`src/rtl/alu_issuer.sv`:
```
// alu_issuer: issues tagged commands into a registered ALU and returns tagged results in issue order.
// Optional build macro ALU_ISSUE_ERRCHK_EN adds a per-command error flag (illegal opcode, divide by zero).
module alu_issuer #(
  parameter int DATA_W     = 16,
  parameter int RES_W      = 32,
  parameter int ALU_LAT    = 1,
  parameter int FIFO_DEPTH = 4
) (
  input  logic              clk,
  input  logic              reset,
  input  logic              cmd_valid,
  output logic              cmd_ready,
  input  logic [3:0]        cmd_opcode,
  input  logic [DATA_W-1:0] cmd_a,
  input  logic [DATA_W-1:0] cmd_b,
  input  logic [3:0]        cmd_tag,
  output logic [DATA_W-1:0] alu_operandA,
  output logic [DATA_W-1:0] alu_operandB,
  output logic [3:0]        alu_opcode,
  input  logic [RES_W-1:0]  alu_result,
  output logic              rsp_valid,
  input  logic              rsp_ready,
  output logic [RES_W-1:0]  rsp_result,
  output logic [3:0]        rsp_tag,
  output logic              rsp_err,
  output logic              busy
);

  localparam int AW = $clog2(FIFO_DEPTH);
  localparam int CW = AW + 1;
  localparam int SW = AW + 2;
  localparam logic [SW-1:0] DEPTH_C = SW'(FIFO_DEPTH);

  // Both ports are valid/ready: a transfer happens on a rising clk edge where
  // valid && ready; valid never depends on ready, and payload is held while stalled.
  logic          run_q;
  logic [CW-1:0] fifo_count;
  logic [CW-1:0] inflight_count;
  logic [SW-1:0] credit_sum;
  logic          accept;
  logic          push;
  logic          pop;
  logic [AW-1:0] wr_ptr;
  logic [AW-1:0] rd_ptr;

  logic [ALU_LAT:0] pipe_vld;
  logic [3:0]       pipe_tag [0:ALU_LAT];

  logic [RES_W-1:0] mem_res [FIFO_DEPTH];
  logic [3:0]       mem_tag [FIFO_DEPTH];

  // Credits cover FIFO slots already filled plus those reserved by in-flight ops,
  // so a push can never find the FIFO full without a matching pop.
  assign credit_sum = {1'b0, fifo_count} + {1'b0, inflight_count};
  assign cmd_ready  = run_q && (credit_sum < DEPTH_C);
  assign accept     = cmd_valid && cmd_ready;
  assign push       = pipe_vld[ALU_LAT];
  assign rsp_valid  = (fifo_count != '0);
  assign pop        = rsp_valid && rsp_ready;
  assign busy       = (fifo_count != '0) || (inflight_count != '0);

  always_ff @(posedge clk or negedge reset) begin
    if (!reset) begin
      run_q        <= 1'b0;
      alu_operandA <= '0;
      alu_operandB <= '0;
      alu_opcode   <= '0;
      pipe_vld     <= '0;
      for (int i = 0; i <= ALU_LAT; i++) pipe_tag[i] <= '0;
    end else begin
      run_q <= 1'b1;
      if (accept) begin
        alu_operandA <= cmd_a;
        alu_operandB <= cmd_b;
        alu_opcode   <= cmd_opcode;
      end
      pipe_vld[0] <= accept;
      pipe_tag[0] <= cmd_tag;
      for (int i = 1; i <= ALU_LAT; i++) begin
        pipe_vld[i] <= pipe_vld[i-1];
        pipe_tag[i] <= pipe_tag[i-1];
      end
    end
  end

  always_ff @(posedge clk or negedge reset) begin
    if (!reset) begin
      fifo_count     <= '0;
      inflight_count <= '0;
      wr_ptr         <= '0;
      rd_ptr         <= '0;
    end else begin
      case ({accept, push})
        2'b10:   inflight_count <= inflight_count + 1'b1;
        2'b01:   inflight_count <= inflight_count - 1'b1;
        default: ;
      endcase
      case ({push, pop})
        2'b10:   fifo_count <= fifo_count + 1'b1;
        2'b01:   fifo_count <= fifo_count - 1'b1;
        default: ;
      endcase
      if (push) wr_ptr <= wr_ptr + 1'b1;
      if (pop)  rd_ptr <= rd_ptr + 1'b1;
    end
  end

  // Storage is not reset; stale entries are never visible because the head is gated by rsp_valid.
  always_ff @(posedge clk) begin
    if (push) begin
      mem_res[wr_ptr] <= alu_result;
      mem_tag[wr_ptr] <= pipe_tag[ALU_LAT];
    end
  end

  assign rsp_result = rsp_valid ? mem_res[rd_ptr] : '0;
  assign rsp_tag    = rsp_valid ? mem_tag[rd_ptr] : '0;

`ifdef ALU_ISSUE_ERRCHK_EN
  logic             acc_err;
  logic [ALU_LAT:0] pipe_err;
  logic             mem_err [FIFO_DEPTH];

  assign acc_err = (cmd_opcode >= 4'b1011) || ((cmd_opcode == 4'b0011) && (cmd_b == '0));

  always_ff @(posedge clk or negedge reset) begin
    if (!reset) begin
      pipe_err <= '0;
    end else begin
      pipe_err[0] <= acc_err;
      for (int i = 1; i <= ALU_LAT; i++) pipe_err[i] <= pipe_err[i-1];
    end
  end

  always_ff @(posedge clk) begin
    if (push) mem_err[wr_ptr] <= pipe_err[ALU_LAT];
  end

  assign rsp_err = rsp_valid && mem_err[rd_ptr];
`else
  assign rsp_err = 1'b0;
`endif

endmodule
```
`config.mk`:
```
export PLATFORM = sky130hd
export DESIGN_NAME = alu_issuer
export DESIGN_NICKNAME = d
export VERILOG_FILES = /design/src/rtl/alu_issuer.sv
export SDC_FILE = /design/constraint.sdc
export NUM_CORES = 1
export LEC_CHECK = 0
export CORE_MARGIN = 1.5
export CORE_UTILIZATION = 40
export DETAILED_ROUTE_END_ITERATION = 16
export SETUP_SLACK_MARGIN = 0.4
export SLEW_MARGIN = 20
export SYNTH_ARGS = -nofsm -noshare
export SYNTH_HDL_FRONTEND = slang
export SYNTH_SLANG_ARGS = --single-unit
```
`constraint.sdc`:
```
create_clock -name clk -period 3.05 [get_ports clk]
set_clock_uncertainty 0.05 [all_clocks]
set_input_delay 0.61 -clock clk [delete_from_list [all_inputs] [get_ports clk]]
set_output_delay 0.61 -clock clk [all_outputs]
set_load 0.01 [all_outputs]
```
==> out/results.tsv <==
stage	metric	value	unit
placement	dpl.hpwl	9480	um
detailed_routing	vias_per_cell	4.74	
global_route	grtUsageTotal	15.8	%
detailed_routing	remaining_drc_errors	0	
global_route	gr-usage-met3	4.81	%
clocking	tritoncts	done	
hold_path	hp-class	in -> async	
worst_setup_path	r2r-end	inflight_count[2]	
yosys	synth_top_cells_by_area	edfxtp_1 56%, dfrtp_1 18%, mux4_2 10%, mux2_4 3.9%, and2_1 3.3%	
yosys	syn_inst	375	
floorplanning	rows	50	
detailed_routing	dr.first_iter.drc_count	167	
floorplanning	die_w	142	um
cells_and_area	num_antenna_cells	0	
worst_setup_path	cp-start-kind	register	
global_route	grt_pass1_wl	24200	um
global_route	grt_pass1_vias	4425	
timing	max_slew_margin	56.9	%
global_route	grt_max_degree	40	
timing	tightest_slew	0.646	ns
timing	fmax	372	MHz
cells_and_area	area_growth_syn_to_layout	36.1	%
clocking	cts_sinks	201	
yosys	synth_seq_cells	201	
run_status	run_status	finished clean	
yosys	syn-cell-area	7740	um^2
timing	post-route-min-period	2.69	ns
global_route	antenna_found_initial	0	
worst_setup_path	critPathKind	reg -> out	
global_route	top_usage_layer	met2	
timing	slew_viol_final	0	
clocking	ctsHoldBuffers	0	
global_route	met1_usage	20.0	%
worst_setup_path	critPathRequiredTime	2.39	ns
power_and_ir_drop	power.static_leakage	3.99	nW
floorplanning	die_h	142	um
cells_and_area	post-route-util	56.0	%
timing	rsz0062_at_grt	true	
yosys	yosysWarnings	0	
worst_setup_path	crit_path_end_kind	output pin	
detailed_routing	drt-total-wl	15300	um
worst_setup_path	r2r-start	fifo_count[2]	
clocking	cts-buffers-inserted	22	
worst_setup_path	r2r_setup_slack	0.50	ns
yosys	synth.distinct_cells	26	
cells_and_area	fin_cells	839	
clocking	h-tree-depth	1	
placement	place.port_buffers	150	
power_and_ir_drop	p_per_area	972	nW/um^2
timing	period_share	88.1	%
worst_setup_path	critPathMaxFanout	8	
run	cap_violations	0	
clocking	cts_root_buffer	clkbuf_16	
yosys	syn_avg_cell_area	20.6	um^2
yosys	seq_area_frac_synth	74.3	%
floorplanning	io_pins	152	
cells_and_area	final_layout_size_suffix_gt1_share	35.2	%
detailed_routing	firstDrtPassIters	4	
yosys	syn-num-nets	461	
cells_and_area	nets	649	
clocking	clk_latency	0.49	ns
yosys	yosys.area.top_type	edfxtp_1	
power_and_ir_drop	p_total	0.0102	W
global_route	gr-usage-met2	26.5	%
clocking	cts_buffer_depth	3	
placement	placed_cells	782	
timing	setup_viol	0	
yosys	yosys-top-cells-count	144 x edfxtp_1, 57 x dfrtp_1, 41 x and2_1, 36 x mux4_2, 20 x mux2_4	
timing	setup-tns-final	0	ns
yosys	ys.flop_type	edfxtp_1	
timing	hold_ws	0.0948	ns
yosys	synth_most_common_cell	edfxtp_1	
clocking	cts.clk_slew.worst_paths	0.06	ns
floorplanning	die_area	20200	um^2
worst_setup_path	r2r_cells	9	
timing	hold_viol_final	0	
placement	place_congestion	0.699	
yosys	synthArstFlopShare	28.4	%
detailed_routing	ant_nets	0	
yosys	synth_top_area_share	55.9	%
worst_setup_path	cp.arrival	2.03	ns
detailed_routing	wl_per_cell	18.3	um
detailed_routing	vias	3978	
floorplanning	core	18800	um^2
power_and_ir_drop	ir_drop	569	uV
yosys	synth_edf_count	144	
floorplanning	start_util	41.1	%
global_route	grt-ovfl-total	0	
[layer usage]
metal	wire [um]	up-vias
li1	-	1809
met1	6330	2010
met2	7530	137
met3	1200	22
met4	260	0
met5	0	-
[worst max-delay path by stage]
stage               slack [ns]  depth (start not counted)                end     startpoint
finish                    0.36                          6     rsp_result[11]      rd_ptr[0]
global route              0.29                          6      rsp_result[1]      rd_ptr[0]
CTS                       0.33                          6      rsp_result[8]      rd_ptr[0]
detailed placement        0.40                          4     rsp_result[28]      rd_ptr[0]
global placement          0.42                          4     rsp_result[28]      rd_ptr[0]
floorplan                 0.45                         10  inflight_count[2]  fifo_count[2]
[sequential cells by signal, indices dropped and copies added (netlist names)]
signal	flops
rd_ptr	2
alu_opcode	4
fifo_count	3
wr_ptr	2
alu_operandA	16
run_q	1
mem_tag	16
pipe_vld	2
alu_operandB	16
inflight_count	3
mem_res	128
pipe_tag	8
[timing repair]
item / 4_1_cts / 5_1_grt
setup buffers: 13 / 3
pin swaps: 5 / 6
cloned: 1 / 0
endpoints found under the setup margin: 39 / 32
gates resized for setup: 181 / 32
[cells by family (layout without fill, tap and decap cells)]
family | count (synthesis) | after routing | synth area share, %
DFF | 201 | 201 | 74.3
muxes | 74 | 74 | 16.9
and+or+nand+nor | 48 | 48 | 3.83
buffers and inverters | 28 | 232 | 1.76
adders and majority gates | 10 | 10 | 1.81
xor gates and xnor gates | 9 | 9 | 1.02
AOI/OAI and AO/OA | 3 | 3 | 0.275
other | 2 | 2 | 0.0970
[cell usage in the layout, fill, tap and decap left out, types with 2 or more instances in the layout]
cell and n:
and2_1 18, and2_2 4, and2_4 19, buf_12 5, buf_2 20, buf_4 17, buf_6 25, buf_8 2
clkbuf_1 7, clkbuf_16 23, clkbuf_8 3, clkdlybuf4s50_1 110, clkinv_2 3, conb_1 2, dfrtp_1 54, dfrtp_2 3
edfxtp_1 144, fa_1 2, ha_1 8, inv_1 11, mux2_2 16, mux2_4 20, mux2i_1 2, mux4_2 36
nor2_1 2, xnor2_1 3, xor2_1 6
[final cells by class]
| class | count | area [um^2] |
|---|---|---|
| Clock buffer | 33 | 643 |
| Inverter | 11 | 41.3 |
| Clock inverter | 7 | 65.1 |
| Timing Repair Buffer | 181 | 1780 |
| Sequential cell | 201 | 5750 |
| Multi-Input combinational cell | 146 | 1930 |
| Tap cell | 260 | 325 |
| Fill cell | 1488 | 8290 |
[stage by stage]
stage          setup WS (ns)  area, um^2
2_1_floorplan          0.449        7740
3_3_place_gp           0.417        9620
3_5_place_dp           0.405        9620
4_1_cts                0.327       10400
5_1_grt                0.285       10500
6_report               0.362       10500
[critical path, stage by stage, from the launching register on]
cell and delay [ns]:
dfrtp_2 0.42, buf_12 0.15, buf_12 0.14, buf_4 0.13, mux4_2 0.40, and2_1 0.16, buf_2 0.13
[power by group]
| part | switching [W] | internal, W |
|---|---|---|
| Combinational | 0.00157 | 0.00246 |
| Clock | 0.00101 | 0.00154 |
| Sequential | 0.000247 | 0.00341 |
(Power assumes the default switching activity.)
